$ cat src/rtl/mips_reg_write_arbiter.sv
// Round-robin arbiter sharing the register-file write port
// between ALU writeback (port 0) and load writeback (port 1).
module mips_reg_write_arbiter #(
  parameter int DATA_WIDTH = 32,
  parameter int ADDR_WIDTH = 5,
  parameter int CNT_WIDTH  = 8,
  parameter int ZERO_DROP  = 1
) (
  input  logic                  clk,
  input  logic                  reset,
  input  logic                  req_0,
  input  logic [ADDR_WIDTH-1:0] reg_0,
  input  logic [DATA_WIDTH-1:0] data_0,
  output logic                  ack_0,
  input  logic                  req_1,
  input  logic [ADDR_WIDTH-1:0] reg_1,
  input  logic [DATA_WIDTH-1:0] data_1,
  output logic                  ack_1,
  output logic                  signal_reg_write,
  output logic [ADDR_WIDTH-1:0] write_reg,
  output logic [DATA_WIDTH-1:0] write_data,
  output logic [CNT_WIDTH-1:0]  conflict_count
);

  localparam logic [CNT_WIDTH-1:0] CNT_ONE = 1;
  localparam logic [CNT_WIDTH-1:0] CNT_MAX = '1;

  logic                  prio;
  logic                  grant_0;
  logic                  grant_1;
  logic                  any_grant;
  logic                  both_req;
  logic [ADDR_WIDTH-1:0] sel_reg;
  logic [DATA_WIDTH-1:0] sel_data;
  logic                  sel_drop;

  // Grant: lone requester wins, ties go to prio; nothing in reset.
  always_comb begin
    grant_0  = 1'b0;
    grant_1  = 1'b0;
    both_req = req_0 & req_1;
    if (!reset) begin
      grant_0 = req_0 & (~req_1 | ~prio);
      grant_1 = req_1 & (~req_0 |  prio);
    end
    any_grant = grant_0 | grant_1;
    sel_reg   = grant_1 ? reg_1  : reg_0;
    sel_data  = grant_1 ? data_1 : data_0;
    sel_drop  = (ZERO_DROP != 0) && (sel_reg == '0);
  end

  assign ack_0 = grant_0;
  assign ack_1 = grant_1;

  // Pointer, issue register and saturating conflict counter.
  always_ff @(posedge clk or posedge reset) begin
    if (reset) begin
      prio             <= 1'b0;
      signal_reg_write <= 1'b0;
      write_reg        <= '0;
      write_data       <= '0;
      conflict_count   <= '0;
    end else begin
      if (any_grant) begin
        prio             <= grant_0;
        write_reg        <= sel_reg;
        write_data       <= sel_data;
        signal_reg_write <= ~sel_drop;
      end else begin
        signal_reg_write <= 1'b0;
      end
      if (both_req && conflict_count != CNT_MAX)
        conflict_count <= conflict_count + CNT_ONE;
    end
  end

endmodule
$ cat config.mk
export PLATFORM = sky130hd
export DESIGN_NAME = mips_reg_write_arbiter
export DESIGN_NICKNAME = d
export VERILOG_FILES = /design/src/rtl/mips_reg_write_arbiter.sv
export SDC_FILE = /design/constraint.sdc
export NUM_CORES = 1
export LEC_CHECK = 0
export ABC_AREA = 0
export ABC_CLOCK_PERIOD_IN_PS = 2500
export CORE_ASPECT_RATIO = 0.5
export CORE_MARGIN = 2
export CORE_UTILIZATION = 46
export CTS_CLUSTER_SIZE = 8
export DETAILED_ROUTE_END_ITERATION = 6
export DONT_BUFFER_PORTS = 1
export PLACE_DENSITY = 0.66
export SYNTH_ARGS = -nofsm -noshare
export SYNTH_HDL_FRONTEND = slang
export SYNTH_SLANG_ARGS = --single-unit
$ cat constraint.sdc
create_clock -name clk -period 2.5 [get_ports clk]
set_input_delay 0.375 -clock clk [delete_from_list [all_inputs] [get_ports clk]]
set_output_delay 0.375 -clock clk [all_outputs]
set_load 0.02 [all_outputs]
==> results.cfg <==
[outcome]
status = finished, final reports clean

[grt]
globalRouteMet3Util_pct = 7.50
groute.layer.met2.usage_pct = 36.8
grt_antenna_before_repair = 0
grt_first_pass_wirelength_um = 9420
grt.busiest_layer = met2
grt_start_max_net_pins = 76
grt_total_usage_pct = 21.2
grt_pass1_vias = 1875
gr-total-overflow = 0
routing_usage_on_met1_pct = 26.4

[critical_path]
critPathLaunchType = register
cp_data_required_time_ns = 2.12
slowest_delay_ns = 0.44
cp-end-kind = output pin
timing.critical_path.arrival_ns = 1.35
cp_cell_sequence = nor2b_4, nor2_1
cp_slowest_cell = sky130_fd_sc_hd__dfrtp_1
setup.worst_path.class = reg -> out
r2r_setup_slack_ns = 0.85
critPathMaxFanout = 20

[sta]
worst_clock_skew_ns = 0.00544
timing.setup.tns_ns = 0
timing.final.crit_share_pct = 68.8
rsz_0062_raised_after_global_routing = no
timing.final.hold_violations = 0
timing.final.max_slew_violations = 0
clock.fmax_mhz = 581
tightestPinTransition_ns = 0.691
timing.max_slew.rel_slack_pct = 53.9
final-setup-viol-count = 0
finalCriticalPeriod_ns = 1.72

[clock_tree]
clkSinkCount = 47
cts_root_buf = sky130_fd_sc_hd__clkbuf_8
clkSlewWorstSetupHoldPaths_ns = 0.08
tritoncts_clock_tree = done
htree_levels = 2
worstSkewPairLatency_ns = 0.29
cts_made_buffers = 5
clock_tree.buffer_depth = 2
cts_post_setup_buffers_inserted = 0
post_cts.resized_instances = 0
postCtsHoldBufs = 0

[yosys]
postSynthAreaPerCell_um2 = 8.98
synthesis.area_um2 = 2360
share_of_synthesized_area_occupied_by_flip_flops_and_latches_pct = 49.8
postSynthCellCount = 263
synth-async-reset-ratio_pct = 100
synthTopCellsByArea = sky130_fd_sc_hd__dfrtp_1, sky130_fd_sc_hd__a31oi_1, sky130_fd_sc_hd__nand3_1
yosysWarnings = 0
ys_seq_elements = 47
netlist.area_leader.share_pct = 49.8
synth_cell_types = 33
synth_nets = 342
post-synth-top-area-cell = sky130_fd_sc_hd__dfrtp_1
synth-edff-count = 0
most_common_flop_cell_mapped_by_yosys = sky130_fd_sc_hd__dfrtp_1

[die]
floorplan.core_area_um2 = 4930
design.portCount = 126
rows = 18
die_span_x_um = 105
die_area_um2 = 5760
floorplan.initialDensity_pct = 47.9
die_height_um = 54.7

[place]
portBuffers = 0
hpwlAfterDp_um = 4170
placement.cell_area_um2 = 2370
gp_congestion = 0.728

[power]
powerDensity_nw_per_um2 = 809
total_power_uw = 1990
leakagePower_uw = 0.000926
worst_ir_drop_vdd_uv = 457

[final_layout]
area_growth_pct = 3.97
final_util_pct = 49.8
insertedDiodeCount = 0
filler_cell_count = 466
finish.instance_area_um2 = 2460
finish.net_count = 333
number_of_flip_flops_under_the_largest_register_name = 32
post_route_cells_drive_above_1_share_pct = 8.27

[drt]
antenna_violating_nets_post_route = 0
drc_errors = 0
vias = 1977
detail_route.first_pass.iterations = 6
first_iter_violations = 157
drt-total-wl_um = 6110
drt-wirelength-per-cell_um = 18.9
routed_via_density = 6.10

[job]
max_cap_viol_count = 0

[min_path]
hold_class = in -> async
==> synthesized netlist by cell type, types with 2 or more instances <==
cell	instances
sky130_fd_sc_hd__mux2_2	2
sky130_fd_sc_hd__nand3_1	40
sky130_fd_sc_hd__nor3_1	2
sky130_fd_sc_hd__buf_2	7
sky130_fd_sc_hd__and4_1	2
sky130_fd_sc_hd__o211ai_1	2
sky130_fd_sc_hd__buf_4	8
sky130_fd_sc_hd__nor2_1	39
sky130_fd_sc_hd__nand4_1	2
sky130_fd_sc_hd__a31oi_1	38
sky130_fd_sc_hd__nand2_1	5
sky130_fd_sc_hd__xnor2_1	3
sky130_fd_sc_hd__nand2b_1	2
sky130_fd_sc_hd__o21ai_1	2
sky130_fd_sc_hd__o21ai_0	38
sky130_fd_sc_hd__clkbuf_1	6
sky130_fd_sc_hd__dfrtp_1	47
sky130_fd_sc_hd__a21oi_1	3
==> through the flow <==
step	cells	hold WS, ns	setup WS, ns
2_1_floorplan	263	0.534	0.211
3_3_place_gp	317	0.468	0.871
3_5_place_dp	317	0.472	0.840
4_1_cts	324	0.148	0.765
5_1_grt	324	0.189	0.709
6_report	324	0.134	0.779
==> logic make-up (layout without fill, tap and decap cells) <==
| group | after synthesis | in the layout | synth area share (%) |
|---|---|---|---|
| AND/OR/NAND/NOR | 98 | 98 | 20.0 |
| AO/OA/AOI/OAI | 86 | 86 | 21.0 |
| flip-flops | 47 | 47 | 49.8 |
| buffers and inverters | 25 | 16 | 6.14 |
| XOR/XNOR | 3 | 3 | 1.11 |
| multiplexers | 3 | 3 | 1.43 |
| adder cells (fa/ha/maj) | 1 | 1 | 0.530 |
==> area by class of cell <==
| type | instances | area [um^2] | area share [%] |
|---|---|---|---|
| clock buffer | 6 | 82.6 | 3.36 |
| clock inverter | 1 | 5.00 | 0.204 |
| inverter | 1 | 3.75 | 0.153 |
| multi-input combinational | 191 | 1040 | 42.4 |
| sequential | 47 | 1180 | 47.9 |
| tap | 70 | 87.6 | 3.57 |
| timing repair buffer | 8 | 60.1 | 2.45 |
==> cells in the final DEF (no fill, tap or decap), types with 3 or more instances in the layout <==
cell,synthesis,layout
sky130_fd_sc_hd__a21oi_1,3,3
sky130_fd_sc_hd__a31oi_1,38,38
sky130_fd_sc_hd__buf_4,8,8
sky130_fd_sc_hd__clkbuf_8,0,6
sky130_fd_sc_hd__dfrtp_1,47,47
sky130_fd_sc_hd__nand2_1,5,5
sky130_fd_sc_hd__nand3_1,40,40
sky130_fd_sc_hd__nor2_1,39,39
sky130_fd_sc_hd__o21ai_0,38,38
sky130_fd_sc_hd__xnor2_1,3,3
==> power by group <==
group	internal, uW	total [uW]	switching, uW	leakage [uW]
Combinational	133	326	193	0.000339
Clock	218	466	248	0.0000470
Sequential	890	1200	306	0.000539
Total	1240	1990	746	0.000926
==> final timing paths <==
check,depth (start not counted),from,endpoint
worst max-delay path,2,prio$_DFFE_PP0P_,ack_1
worst min-delay path,2,reset,write_data[24]$_DFFE_PP0P_
worst max register to register,4,conflict_count[0]$_DFFE_PP0P_,conflict_count[1]$_DFFE_PP0P_
worst min register to register,1,prio$_DFFE_PP0P_,prio$_DFFE_PP0P_
max in group asynchronous,2,reset,write_data[17]$_DFFE_PP0P_
min in group clk,2,data_1[6],write_data[6]$_DFFE_PP0P_
==> routing by layer <==
layer / up-vias / wire length [um]
met5: - / 0
met3: 4 / 538
met4: 0 / 33
met1: 959 / 2650
li1: 936 / -
met2: 78 / 2890
==> critical path: cells and delay by family, from the launching register on <==
family        cells  cell delay, ns
simple gates      2            0.61
flops             1            0.44
Power figures use the tool's default switching activity.
